[config.mk]
export PLATFORM = sky130hd
export DESIGN_NAME = ad7643_serial_tx
export DESIGN_NICKNAME = d
export VERILOG_FILES = /design/src/rtl/ad7643_serial_tx.sv
export SDC_FILE = /design/constraint.sdc
export NUM_CORES = 1
export LEC_CHECK = 0
export BUFFER_PORTS_ARGS = -buffer_cell sky130_fd_sc_hd__buf_2
export CORE_MARGIN = 3
export CORE_UTILIZATION = 55
export CTS_BUF_LIST = sky130_fd_sc_hd__clkbuf_8 sky130_fd_sc_hd__clkbuf_16
export DETAILED_ROUTE_END_ITERATION = 8
export PLACE_DENSITY = 0.87
export REMOVE_ABC_BUFFERS = 1
export SYNTH_ARGS = -nofsm -noshare
export SYNTH_HDL_FRONTEND = slang
export SYNTH_SLANG_ARGS = --single-unit
[constraint.sdc]
create_clock -name CLK -period 3.35 [get_ports CLK]
set_input_delay 0 -clock CLK [delete_from_list [all_inputs] [get_ports CLK]]
set_output_delay 0 -clock CLK [all_outputs]
set_load 0.005 [all_outputs]
[src/rtl/ad7643_serial_tx.sv]
// Purpose: AD7643-style ADC stand-in; on a CNVST fall it holds BUSY, then shifts a word out MSB-first with SYNC/SCLK.
// Latency: BUSY one cycle after the trigger, SYNC/MSB after CONV_CYC more, DONE after 2*DATA_W*SCLK_DIV shift cycles.
// Backpressure: none; a trigger while a frame is in flight is dropped and recorded in the sticky OVERRUN flag.
module ad7643_serial_tx #(
    parameter int DATA_W   = 18,
    parameter int CONV_CYC = 60,
    parameter int SCLK_DIV = 2
) (
    input  logic              CLK,
    input  logic              RST,
    input  logic              CNVST,
    input  logic              CS,
    input  logic              MODE,
    input  logic [DATA_W-1:0] SAMPLE,
    input  logic              CLR_OVR,
    output logic              BUSY,
    output logic              SYNC,
    output logic              SCLK,
    output logic              SDOUT,
    output logic              DONE,
    output logic              OVERRUN,
    output logic [15:0]       CONV_CNT
);

    localparam int CONV_W = 10;
    localparam int DIV_W  = 4;
    localparam int IDX_W  = (DATA_W > 1) ? $clog2(DATA_W) : 1;

    typedef enum logic [1:0] {
        S_IDLE  = 2'd0,
        S_CONV  = 2'd1,
        S_SHIFT = 2'd2
    } state_t;

    state_t              state_q;
    logic                cnvst_q;
    logic [DATA_W-1:0]   word_q;
    logic [DATA_W-1:0]   ramp_q;
    logic                mode_q;
    logic [CONV_W-1:0]   conv_q;
    logic [DIV_W-1:0]    div_q;
    logic [IDX_W-1:0]    idx_q;
    logic                busy_q;
    logic                sync_q;
    logic                sclk_q;
    logic                sdout_q;
    logic                done_q;
    logic                ovr_q;
    logic                ovr_d;
    logic [15:0]         cnt_q;
    logic                trig;

    // A trigger is a high-to-low CNVST transition; the copy resets low so a
    // CNVST already held low when reset releases is not taken as an edge.
    assign trig = cnvst_q & ~CNVST;

    // Registered copy of CNVST for falling-edge detection.
    always_ff @(posedge CLK) begin
        if (RST) begin
            cnvst_q <= 1'b0;
        end else begin
            cnvst_q <= CNVST;
        end
    end

    // Conversion / shift sequencer with registered BUSY, SYNC, SCLK, SDOUT, DONE.
    always_ff @(posedge CLK) begin
        if (RST) begin
            state_q <= S_IDLE;
            word_q  <= '0;
            ramp_q  <= '0;
            mode_q  <= 1'b0;
            conv_q  <= '0;
            div_q   <= '0;
            idx_q   <= '0;
            busy_q  <= 1'b0;
            sync_q  <= 1'b0;
            sclk_q  <= 1'b0;
            sdout_q <= 1'b0;
            done_q  <= 1'b0;
            cnt_q   <= '0;
        end else begin
            done_q <= 1'b0;
            case (state_q)
                S_IDLE: begin
                    if (trig) begin
                        // Word source and mode are frozen here for the whole frame.
                        word_q  <= MODE ? ramp_q : SAMPLE;
                        mode_q  <= MODE;
                        conv_q  <= CONV_W'(CONV_CYC - 1);
                        busy_q  <= 1'b1;
                        state_q <= S_CONV;
                    end
                end
                S_CONV: begin
                    if (conv_q == '0) begin
                        idx_q   <= IDX_W'(DATA_W - 1);
                        div_q   <= DIV_W'(SCLK_DIV - 1);
                        sync_q  <= 1'b1;
                        sclk_q  <= 1'b0;
                        sdout_q <= word_q[DATA_W-1];
                        state_q <= S_SHIFT;
                    end else begin
                        conv_q <= conv_q - CONV_W'(1);
                    end
                end
                S_SHIFT: begin
                    if (div_q == '0) begin
                        div_q <= DIV_W'(SCLK_DIV - 1);
                        if (!sclk_q) begin
                            sclk_q <= 1'b1;
                        end else begin
                            // Falling SCLK: the only point where SDOUT may move.
                            sclk_q <= 1'b0;
                            if (idx_q == '0) begin
                                busy_q  <= 1'b0;
                                sync_q  <= 1'b0;
                                sdout_q <= 1'b0;
                                done_q  <= 1'b1;
                                cnt_q   <= cnt_q + 16'd1;
                                if (mode_q) begin
                                    ramp_q <= ramp_q + DATA_W'(1);
                                end
                                state_q <= S_IDLE;
                            end else begin
                                idx_q   <= idx_q - IDX_W'(1);
                                sdout_q <= word_q[idx_q - IDX_W'(1)];
                            end
                        end
                    end else begin
                        div_q <= div_q - DIV_W'(1);
                    end
                end
                default: begin
                    state_q <= S_IDLE;
                end
            endcase
        end
    end

    // Overrun: set on any trigger outside IDLE (including the last shift
    // cycle); a simultaneous clear loses to the set.
    always_comb begin
        ovr_d = ovr_q;
        if (trig && (state_q != S_IDLE)) begin
            ovr_d = 1'b1;
        end else if (CLR_OVR) begin
            ovr_d = 1'b0;
        end
    end

    // Sticky overrun register.
    always_ff @(posedge CLK) begin
        if (RST) begin
            ovr_q <= 1'b0;
        end else begin
            ovr_q <= ovr_d;
        end
    end

    // CS only gates the pins; sequencing carries on underneath.
    assign BUSY     = busy_q;
    assign SYNC     = sync_q;
    assign SCLK     = sclk_q & ~CS;
    assign SDOUT    = sdout_q & ~CS;
    assign DONE     = done_q;
    assign OVERRUN  = ovr_q;
    assign CONV_CNT = cnt_q;

endmodule

==> metrics.cfg, run 1 <==
[synth]
number_of_distinct_library_cells_after_synthesis = 48
synth_edf_count = 0
postSynthAreaPerCell_um2 = 8.74
post_synthesis_cell_count = 456
synth-seq-area-share_pct = 40.7
synth_warnings = 0
synth.cell_area_mm2 = 0.00399
ys_seq_elements = 81
dominantRegCellSynth = dfxtp_1
async_flop_share_pct = 0

[setup_path]
crit_chain = inv_1, ha_1, nor4b_1, nand3_2, or4_1, xor2_1, nor2_1
cpPeakStageDelay_ns = 0.66
timing.critical_path.max_delay_family = simple AND/OR/NAND/NOR gates
critical_path.startpoint = idx_q[0]
critical_path.max_fanout = 13
startpoint_type = flip-flop
crit_path_top_delay_cell = nor4b_1
worst_ep_required_time_ns = 3.57
worst_r2r_startpoint = idx_q[0]
critPathBufInv = 1
arrival_ns = 3.06
timing_worst_setup_path_type = flip-flop to flip-flop
critical_path.endpoint_type = flip-flop

[clocking]
cts-buffers-inserted = 9
cts-root-to-sink-buffers = 2
cts_max_level = 3
worst_setup_hold_path_clk_slew_ns = 0.09
cts_tree = done
ctsRootBufferMaster = clkbuf_8
postCtsResizedCells = 0
worstSkewPairLatency_ns = 0.35
cts.sinks = 81

[grt]
grt_first_pass_wirelength_um = 15100
grt_max_degree = 45
first_global_vias = 3272
grt_util_all_layers_pct = 22.0
globalRoute.totalOverflow = 0
antenna_violations_before_repair = 0

[timing]
max_slew.worst_pin.slew_ns = 0.748
max_transition_margin_pct = 49.4
fin_setup_tns_ns = 0
finalClockSkew_ns = 0.00967
setup_slack_ns = 0.513
fin_crit_ns = 2.84
hold_viol = 0
share_of_the_cycle_needed_by_the_critical_path_after_routing_pct = 84.7
setup_viol_count_final = 0
report.final.slew_viol_count = 0
clock.fmax_ghz = 0.352
unrepaired_setup_endpoints_after_global_routing = no

[run]
max_cap_viol_count = 0

[final_layout]
area_growth_pct = 15.9
n_fill_cell = 584
num_antenna_cells = 0
final_net_count = 536
drive_gt1_share_pct = 15.5

[route]
detailedRoute.firstIterationViolations = 234
drc = 0
postRouteWirelength_um = 9010
vias_per_cell = 5.75
routed-via-count = 3493
detail_route.wl_per_cell_um = 14.9
postRouteAntennaNets = 0
drt_pass1_iterations = 4

[power]
power.ir.vdd_worst_uv = 335
power_per_cell_area_mw_per_mm2 = 441
total_leakage_power_nw = 1.66

[die]
die-area_mm2 = 0.00831
die_h_um = 91.1
die_width_um = 91.1
design.portCount = 46
placementRows = 30
initial_utilization_pct = 57.7
floorplan.core_area_mm2 = 0.00691

[placed_design]
detailedPlacementHpwl_um = 6360
gpl.final_weighted_congestion = 0.829
port_buffers = 45
post-place-ws_ns = 0.565

[status]
run_status = complete, no violations

[worst_hold_path]
holdCritPathClass = primary input to flip-flop
worst_min_delay_path_startpoint = SAMPLE[0]

-- worst min-delay path, delay by kind of cell --
| kind | cells | cell delay, ns |
|---|---|---|
| muxes | 1 | 0.12 |
| buffers and inverters | 1 | 0.10 |
| AOI/OAI and AO/OA | 1 | 0.08 |
-- cell usage in the layout (no fill, tap or decap), types with 4 or more instances in the layout --
cell | netlist | final
a21oi_1 | 23 | 23
xnor2_1 | 22 | 22
nand2_1 | 23 | 23
nor3_1 | 20 | 20
nor2_1 | 68 | 68
nor4_1 | 6 | 6
and2_1 | 4 | 4
dlygate4sd3_1 | 0 | 14
clkbuf_8 | 0 | 9
buf_4 | 0 | 4
nand4_1 | 10 | 10
dfxtp_1 | 81 | 81
nor2b_1 | 8 | 8
mux4_2 | 4 | 4
nand2b_1 | 4 | 4
or3_1 | 6 | 6
inv_1 | 18 | 19
o2111ai_1 | 5 | 5
nand3_1 | 13 | 13
and4_1 | 5 | 5
ha_1 | 6 | 6
o21ai_0 | 17 | 17
mux2i_1 | 19 | 19
xor2_1 | 15 | 15
a211oi_1 | 21 | 21
buf_2 | 3 | 45
-- per-layer routing --
layer / track usage [%] / vias up / wire, um
met1: 27.8 / 1672 / 3980
met4: 5.53 / 0 / 85
met3: 4.31 / 10 / 396
li1: - / 1721 / -
met5: 0 / - / 0
met2: 38.5 / 90 / 4550
-- flip-flops by register name, summed over array words and instances, names as in the netlist --
name	cells
SYNC	1
idx_q	5
sclk_q	1
CONV_CNT	16
OVERRUN	1
DONE	1
conv_q	10
sdout_q	1
cnvst_q	1
BUSY	1
ramp_q	18
state_q	2
div_q	4
word_q	18
mode_q	1
-- cell type report --
cell class              instances  area, um2  area share, %
clock buffers                   9        124           2.68
clock inverters                 7       95.1           2.06
multi-input cells             333       2200           47.5
flip-flops and latches         81       1620           35.1
well taps                      96        120           2.60
repair buffers                 63        395           8.56
inverters                      18       67.6           1.46
-- synth_stat cells (all sizes together) (3+ instances only) --
master   count  area [um2]
buf          6        33.8
nor2        68         255
or4          3        22.5
a21oi       23         115
and2         4        25.0
nand3       14        75.1
mux4         4        90.1
nand4       10        62.6
mux2i       19         190
and4         5        43.8
xor2        15         131
inv         18        67.6
nor3        20         100
o2111ai      5        43.8
dfxtp       81        1620
ha           6        75.1
xnor2       22         193
nand2b       4        25.0
nor2b        8        50.1
clkbuf      18        67.6
nor4bb       3        30.0
nor4         9        92.6
nand2       23        86.3
or3          6        37.5
a211oi      21         158
o21ai       17        85.1
-- logic make-up after synthesis --
group	Yosys count	synth area share [%]
adder cells (fa/ha/maj)	6	1.88
AO/OA/AOI/OAI	75	12.0
XOR/XNOR	37	8.13
flip-flops	81	40.7
AND/OR/NAND/NOR	190	25.5
buffers and inverters	42	4.24
multiplexers	25	7.59
-- through the flow --
stage	instance area [um2]	total power [mW]	cells	hold slack [ns]	utilization, %
after floorplan	3890	1.18	432	0.0302	-
after global placement	4260	1.25	577	0.230	61.7
after detailed placement	4260	1.26	577	0.233	61.7
after CTS	4610	2.04	606	0.00128	66.8
after global routing	4620	2.12	607	0.00322	66.9
final	4620	2.04	607	0.00836	66.9
-- timing repair --
action | in CTS | in global routing
hold endpoints to repair | 13 | 1
hold buffers | 13 | 1
buffers inserted | 0 | 0
-- power by group --
part           switching [mW]  leakage (nW)  internal, mW
clock network           0.363         0.103         0.420
logic                   0.124         0.903         0.103
registers              0.0320         0.656         0.995
total                   0.518          1.66          1.52
-- path summary, 6_finish.rpt --
check	to	slack, ns	cells past startpoint
hold / removal	word_q[0]	0.008	3
setup / recovery	ramp_q[8]	0.51	7
setup reg to reg	ramp_q[8]	0.51	7
hold reg to reg	OVERRUN	0.47	2
No activity file was read; power rests on OpenSTA's default activity.
==> inputs of run 2 (changes only) <==
--- a/config.mk
+++ b/config.mk
@@ -5,9 +5,10 @@
 export SDC_FILE = /design/constraint.sdc
 export NUM_CORES = 1
 export LEC_CHECK = 0
+export ABC_AREA = 1
 export BUFFER_PORTS_ARGS = -buffer_cell sky130_fd_sc_hd__buf_2
 export CORE_MARGIN = 3
-export CORE_UTILIZATION = 55
+export CORE_UTILIZATION = 53
 export CTS_BUF_LIST = sky130_fd_sc_hd__clkbuf_8 sky130_fd_sc_hd__clkbuf_16
 export DETAILED_ROUTE_END_ITERATION = 8
 export PLACE_DENSITY = 0.87
==> constraint.sdc (replaced) <==
create_clock -name CLK -period 2.4 [get_ports CLK]
set_input_delay 0 -clock CLK [delete_from_list [all_inputs] [get_ports CLK]]
set_output_delay 0 -clock CLK [all_outputs]
set_load 0.005 [all_outputs]
==> run 2 against run 1 <==
  * Worst setup slack improved by 0.0026 ns
  * Sequential power increased by 39%
  * Via count increased by 25%
  * First-iteration DRC count increased by 14%
  * Utilization decreased by 4.5 points
  * Die area increased by 13%
  * Register-to-register slack about the same
  * Clock skew increased by 0.0021 ns
  * Non-clock buffer count decreased by 11
  * Area after synthesis increased by 10%
  * Count of clock-buffer cells in the layout unchanged
  * Largest power group unchanged
==> metrics.cfg, run 2 <==
[clocking]
worst_setup_hold_path_clk_slew_ns = 0.08  ; was 0.09 ns
cts_tree = done  ; unchanged
cts_max_level = 3  ; unchanged
cts-buffers-inserted = 9  ; unchanged
ctsRootBufferMaster = clkbuf_8  ; unchanged
cts.sinks = 81  ; unchanged
cts-root-to-sink-buffers = 2  ; unchanged
worstSkewPairLatency_ns = 0.36  ; was 0.35 ns

[timing]
report.final.slew_viol_count = 0  ; unchanged
setup_viol_count_final = 0  ; unchanged
finalClockSkew_ns = 0.0117  ; was 0.00967 ns
whs_ns = 0.0188  ; was 0.00836 ns
fin_crit_ns = 1.88  ; was 2.84 ns
share_of_the_cycle_needed_by_the_critical_path_after_routing_pct = 78.5  ; was 84.7%
unrepaired_setup_endpoints_after_global_routing = no  ; unchanged
max_transition_margin_pct = 58.7  ; was 49.4%
clock.fmax_ghz = 0.531  ; was 0.352 GHz
max_slew.worst_pin.slew_ns = 0.620  ; was 0.748 ns
fin_setup_tns_ns = 0  ; unchanged
hold_viol = 0  ; unchanged

[final_layout]
area_growth_pct = 12.2  ; was 15.9%
multi_input_comb_area_mm2 = 0.00234  ; was 0.00220 mm2
drive_gt1_share_pct = 12.3  ; was 15.5%
final_cell_mix = nand2_1, inv_1, a21oi_1  ; was dfxtp_1, nor2_1, buf_2
finalInstanceArea_mm2 = 0.00492  ; was 0.00462 mm2
n_fill_cell = 686  ; was 584
sequential_cell_area_mm2 = 0.00162  ; unchanged
num_antenna_cells = 0  ; unchanged
post-route-util_pct = 62.4  ; was 66.9%
commonest_non_fill_non_tap_cell_in_the_layout = nand2_1  ; was dfxtp_1
final_net_count = 740  ; was 536

[setup_path]
worst_ep_required_time_ns = 2.64  ; was 3.57 ns
r2r.worst_path.cells = 9  ; was 7
critical_path.endpoint_type = flip-flop  ; unchanged
arrival_ns = 2.12  ; was 3.06 ns
crit-reg2reg-capture = ramp_q[5]  ; was ramp_q[8]
worst_r2r_startpoint = idx_q[0]  ; unchanged
crit_chain = inv_1, ha_1, nand3_2, inv_2, nand3_4, nor2_4, nand2_1, xor2_1, nor2_1  ; was inv_1, ha_1, nor4b_1, nand3_2, or4_1, xor2_1, nor2_1
regToRegSetupSlack_ns = 0.52  ; was 0.51 ns
startpoint_type = flip-flop  ; unchanged
timing_worst_setup_path_type = flip-flop to flip-flop  ; unchanged
crit_path_top_delay_cell = dfxtp_1  ; was nor4b_1
cpPeakStageDelay_ns = 0.41  ; was 0.66 ns
critical_path.max_fanout = 11  ; was 13

[placed_design]
detailedPlacementHpwl_um = 7460  ; was 6360 um
placement.cell_area_mm2 = 0.00468  ; was 0.00426 mm2
gpl.final_weighted_congestion = 0.904  ; was 0.829
port_buffers = 45  ; unchanged

[power]
total_leakage_power_nw = 2.08  ; was 1.66 nW
power_per_cell_area_mw_per_mm2 = 606  ; was 441 mW/mm2
power.ir.vdd_worst_uv = 352  ; was 335 uV

[worst_hold_path]
hold_path_end = word_q[17]  ; was word_q[0]
holdCritPathClass = primary input to flip-flop  ; unchanged
worst_min_delay_path_startpoint = SAMPLE[17]  ; was SAMPLE[0]
hold-path-cell-count = 5  ; was 3

[grt]
grt_max_degree = 38  ; was 45
antenna_violations_before_repair = 0  ; unchanged
grt_util_all_layers_pct = 21.8  ; was 22.0%
first_global_vias = 3902  ; was 3272
globalRoute.totalOverflow = 0  ; unchanged
grt_first_pass_wirelength_um = 17300  ; was 15100 um

[synth]
yosys-top-cells-area = dfxtp_1, nand2_1, a21oi_1  ; was dfxtp_1, nor2_1, xnor2_1
ys_top_cells_by_count = nand2_1, inv_1, a21oi_1, nor2_1, dfxtp_1  ; was dfxtp_1, nor2_1, a21oi_1, nand2_1, xnor2_1
synth_edf_count = 0  ; unchanged
ys_seq_elements = 81  ; unchanged
post_synthesis_cell_count = 667  ; was 456
number_of_distinct_library_cells_after_synthesis = 37  ; was 48
synth_most_common_cell = nand2_1  ; was dfxtp_1
yosys.area.top_type = dfxtp_1  ; unchanged
dominantRegCellSynth = dfxtp_1  ; unchanged
synth.top_cell.area_share_pct = 37.0  ; was 40.7%
postSynthAreaPerCell_um2 = 6.58  ; was 8.74 um2
synth_warnings = 0  ; unchanged
synth-seq-area-share_pct = 37.0  ; was 40.7%
async_flop_share_pct = 0  ; unchanged
synth.cell_area_mm2 = 0.00439  ; was 0.00399 mm2

[route]
routed-via-count = 4376  ; was 3493
postRouteAntennaNets = 0  ; unchanged
vias_per_cell = 5.36  ; was 5.75
drt_pass1_iterations = 5  ; was 4
postRouteWirelength_um = 10300  ; was 9010 um
drc = 0  ; unchanged
detailedRoute.firstIterationViolations = 267  ; was 234
detail_route.wl_per_cell_um = 12.6  ; was 14.9 um

[status]
run_status = complete, no violations  ; unchanged

[die]
die_width_um = 97.0  ; was 91.1 um
design.portCount = 46  ; unchanged
initial_utilization_pct = 55.6  ; was 57.7%
die_h_um = 97.0  ; was 91.1 um
die-area_mm2 = 0.00940  ; was 0.00831 mm2
floorplan.core_area_mm2 = 0.00789  ; was 0.00691 mm2
placementRows = 32  ; was 30

[run]
max_cap_viol_count = 0  ; unchanged

-- run 2: worst max path at each step --
stage | start | end | slack [ns] | depth (start not counted)
global route | idx_q[0] | ramp_q[5] | 0.30 | 9
global placement | idx_q[0] | ramp_q[5] | 0.65 | 9
finish | idx_q[0] | ramp_q[5] | 0.52 | 9
floorplan | idx_q[0] | ramp_q[7] | 0.58 | 9
CTS | idx_q[0] | ramp_q[5] | 0.54 | 9
detailed placement | idx_q[0] | ramp_q[5] | 0.55 | 9
-- run 2: through the flow --
step | setup slack, ns | total power [mW] | std cells
2_1_floorplan | 0.576 | 1.77 | 647
3_3_place_gp | 0.653 | 1.88 | 799
3_5_place_dp | 0.552 | 1.89 | 799
4_1_cts | 0.543 | 2.99 | 817
5_1_grt | 0.296 | 3.12 | 817
6_report | 0.516 | 2.98 | 817
-- run 2: layer usage --
layer | wire length [um] | track usage (%) | share of wire (%) | vias to the layer above
met1 | 4830 | 29.2 | 47 | 1956
met5 | 0 | 0 | 0 | -
li1 | - | - | - | 2242
met3 | 654 | 4.25 | 6.4 | 24
met2 | 4600 | 34.4 | 45 | 154
met4 | 197 | 8.96 | 1.9 | 0
-- run 2: layout make-up --
class | instances | share of cell area (%)
clock buffers | 9 | 2.52
multi-input cells | 477 | 47.5
repair buffers | 52 | 5.74
well taps | 102 | 2.59
clock inverters | 7 | 1.93
inverters | 89 | 6.81
flip-flops and latches | 81 | 32.9
-- run 2: cell families (layout without fill, tap and decap cells) --
| family | Yosys count | after routing | synth area share (%) |
|---|---|---|---|
| compound gates | 135 | 135 | 15.7 |
| flops | 81 | 81 | 37.0 |
| xor+xnor | 12 | 12 | 2.40 |
| simple gates | 324 | 324 | 33.5 |
| fa+ha+maj | 6 | 6 | 1.71 |
| buf+inv | 109 | 157 | 9.75 |
-- run 2: what timing repair did --
item                      4_1_cts  5_1_grt
gates resized for setup         0        0
hold buffers                    2        0
hold endpoints to repair        2        0
setup buffers                   0        0
-- run 2: where the power goes --
part	switching, mW	leakage, nW	internal, mW
clock network	0.524	0.115	0.588
registers	0.0390	0.656	1.39
logic	0.285	1.31	0.157
total	0.849	2.08	2.13
-- run 2: worst max-delay path: cells and delay by family, from the launching register on --
family / cells / cell delay, ns
fa+ha+maj: 1 / 0.25
flops: 1 / 0.41
xor+xnor: 1 / 0.15
simple gates: 5 / 0.72
buf+inv: 2 / 0.24
==> inputs of run 3 (changes only) <==
--- a/config.mk
+++ b/config.mk
@@ -5,10 +5,10 @@
 export SDC_FILE = /design/constraint.sdc
 export NUM_CORES = 1
 export LEC_CHECK = 0
-export ABC_AREA = 1
+export ABC_AREA = 0
 export BUFFER_PORTS_ARGS = -buffer_cell sky130_fd_sc_hd__buf_2
 export CORE_MARGIN = 3
-export CORE_UTILIZATION = 53
+export CORE_UTILIZATION = 55
 export CTS_BUF_LIST = sky130_fd_sc_hd__clkbuf_8 sky130_fd_sc_hd__clkbuf_16
 export DETAILED_ROUTE_END_ITERATION = 8
 export PLACE_DENSITY = 0.87
==> constraint.sdc (replaced) <==
create_clock -name CLK -period 1.9 [get_ports CLK]
set_input_delay 0 -clock CLK [delete_from_list [all_inputs] [get_ports CLK]]
set_output_delay 0 -clock CLK [all_outputs]
set_load 0.005 [all_outputs]
==> run 3 against run 2 <==
  * The flow now finishes with violations (negative setup slack)
  * Non-clock buffer count rose by 73
  * Flip-flop and latch count did not move
  * Critical path depth fell by 1
  * Sequential power rose by 26%
  * Cell area rose by 11%
  * Utilization rose by 17 points
  * Critical path type unchanged
==> metrics.cfg, run 3 (synthesized netlist as in run 1, its figures left out) <==
[power]
share_seq_of_total_power_pct = 52.2  ; was 47.9%
p_comb_share_pct = 17.5  ; was 14.8%
netSwitchingFraction_pct = 27.4  ; was 28.4%
total_leakage_power_nw = 2.17  ; was 2.08 nW
share_clk_of_total_power_pct = 30.3  ; was 37.3%
finalPower_mw = 3.46  ; was 2.98 mW
power.ir.vdd_worst_uv = 519  ; was 352 uV
internal_pwr_total_mw = 2.51  ; was 2.13 mW
power_per_cell_area_mw_per_mm2 = 631  ; was 606 mW/mm2
power.net_switching_mw = 0.948  ; was 0.849 mW

[grt]
first_global_vias = 3868  ; was 3902
grt_util_all_layers_pct = 26.1  ; was 21.8%
globalRoute.totalOverflow = 0  ; unchanged
antenna_violations_before_repair = 0  ; unchanged
grt_first_pass_wirelength_um = 17700  ; was 17300 um
grt_max_degree = 39  ; was 38

[clocking]
cts_max_level = 3  ; unchanged
worstSkewPairLatency_ns = 0.37  ; was 0.36 ns
cts-buffers-inserted = 9  ; unchanged
ctsRootBufferMaster = clkbuf_8  ; unchanged
cts-root-to-sink-buffers = 2  ; unchanged
cts.sinks = 81  ; unchanged
cts_tree = done  ; unchanged
worst_setup_hold_path_clk_slew_ns = 0.09  ; was 0.08 ns

[timing]
clock.fmax_ghz = 0.440  ; was 0.531 GHz
setup_slack_ns = -0.373  ; was 0.516 ns
share_of_the_cycle_needed_by_the_critical_path_after_routing_pct = 120  ; was 78.5%
fin_crit_ns = 2.27  ; was 1.88 ns
unrepaired_setup_endpoints_after_global_routing = yes  ; was no
max_transition_margin_pct = 61.3  ; was 58.7%
report.final.slew_viol_count = 0  ; unchanged
fin_setup_tns_ns = -3.55  ; was 0 ns
setup_viol_count_final = 20  ; was 0
max_slew.worst_pin.slew_ns = 0.581  ; was 0.620 ns
hold_viol = 0  ; unchanged
finalClockSkew_ns = 0.0146  ; was 0.0117 ns

[die]
floorplan.core_area_mm2 = 0.00691  ; was 0.00789 mm2
initial_utilization_pct = 57.7  ; was 55.6%
die_width_um = 91.1  ; was 97.0 um
die_h_um = 91.1  ; was 97.0 um
die-area_mm2 = 0.00831  ; was 0.00940 mm2
placementRows = 30  ; was 32
design.portCount = 46  ; unchanged

[final_layout]
num_antenna_cells = 0  ; unchanged
commonest_non_fill_non_tap_cell_in_the_layout = dfxtp_1  ; was nand2_1
post-route-util_pct = 79.3  ; was 62.4%
final_net_count = 598  ; was 740
finalInstanceArea_mm2 = 0.00548  ; was 0.00492 mm2
drive_gt1_share_pct = 32.1  ; was 12.3%
final_cell_mix = dfxtp_1, nor2_1, buf_4  ; was nand2_1, inv_1, a21oi_1
area_growth_pct = 37.4  ; was 12.2%

[route]
postRouteAntennaNets = 0  ; unchanged
detailedRoute.firstIterationViolations = 296  ; was 267
detail_route.wl_per_cell_um = 18.0  ; was 12.6 um
drt_pass1_iterations = 6  ; was 5
vias_per_cell = 6.06  ; was 5.36
drc = 0  ; unchanged
postRouteWirelength_um = 12000  ; was 10300 um
routed-via-count = 4034  ; was 4376

[status]
violations = negative setup slack
run_status = finished with violations  ; was complete, no violations

[placed_design]
placement.cell_area_mm2 = 0.00463  ; was 0.00468 mm2
port_buffers = 45  ; unchanged
gpl.final_weighted_congestion = 0.847  ; was 0.904
detailedPlacementHpwl_um = 6700  ; was 7460 um

[worst_hold_path]
holdCritPathClass = primary input to flip-flop  ; unchanged

[setup_path]
arrival_ns = 2.58  ; was 2.12 ns
critical_path.max_fanout = 2  ; was 11
startpoint_type = flip-flop  ; unchanged
timing_worst_setup_path_type = flip-flop to flip-flop  ; unchanged
critical_path.endpoint_type = flip-flop  ; unchanged
worst_ep_required_time_ns = 2.21  ; was 2.64 ns

[run]
max_cap_viol_count = 0  ; unchanged

==> run 3: cell types whose count changed in the layout (fill, tap and decap cells not counted), sizes merged, moves of 20 or more <==
cell / previous run / this run
nand2: 151 / 23
inv: 90 / 18
a21oi: 83 / 23
buf: 50 / 106
nand3: 54 / 14
o21ai: 46 / 17
a211oi: 0 / 21
xnor2: 2 / 22
==> run 3: path summary, 6_finish.rpt <==
| path | startpoint | to | slack, ns | cells past startpoint |
|---|---|---|---|---|
| max | idx_q[0] | CONV_CNT[15] | -0.37 | 8 |
| min | SAMPLE[0] | word_q[0] | 0.02 | 3 |
| max reg2reg | idx_q[0] | CONV_CNT[15] | -0.37 | 8 |
| min reg2reg | SYNC | SYNC | 0.50 | 2 |
==> run 3: per-layer routing <==
metal	vias up	track usage (%)	part of all wire, %
met3	70	5.47	6.2
met2	220	46.0	50
met1	1901	29.8	38
met4	0	12.8	5.9
met5	-	0	0
li1	1843	-	-
==> run 3: critical path, cell delays in order, from the launching register on <==
cell and delay (ns):
dfxtp_2 0.33, inv_2 0.06, ha_4 0.13, or4b_4 0.47, buf_6 0.15, nor4_4 0.25
nand3_1 0.17, or4_1 0.51, a21oi_2 0.16
==> run 3: what timing repair did <==
item | in CTS | in global routing
setup endpoints to repair | 22 | 54
hold buffers | 19 | 0
gates cloned | 0 | 1
resized for setup | 42 | 44
buffers inserted | 7 | 10
pin swaps | 19 | 25
hold endpoints to repair | 19 | 0
==> run 3: power by group through the flow <==
stage / registers [mW] / logic [mW] / clock network, mW
finish: 1.80 / 0.605 / 1.05
global route: 1.81 / 0.654 / 1.13
CTS: 1.79 / 0.534 / 1.06
detailed placement: 1.83 / 0.465 / 0
global placement: 1.83 / 0.449 / 0
floorplan: 1.83 / 0.255 / 0
==> run 3: per-stage QoR <==
stage / worst slack, ns / cells / hold WS (ns)
3_5_place_dp: -0.294 / 621 / 0.236
2_1_floorplan: -0.549 / 432 / 0.0302
3_3_place_gp: -0.204 / 621 / 0.230
6_report: -0.373 / 666 / 0.0186
4_1_cts: -0.221 / 660 / 0.0118
5_1_grt: -0.469 / 666 / 0.00791
==> run 3: cell type report <==
class	count	area, um2
fill	415	1430
clock buffer	9	124
inverter	18	67.6
timing repair buffer	125	942
tap	96	120
multi-input combinational	333	2570
clock inverter	4	23.8
sequential	81	1630
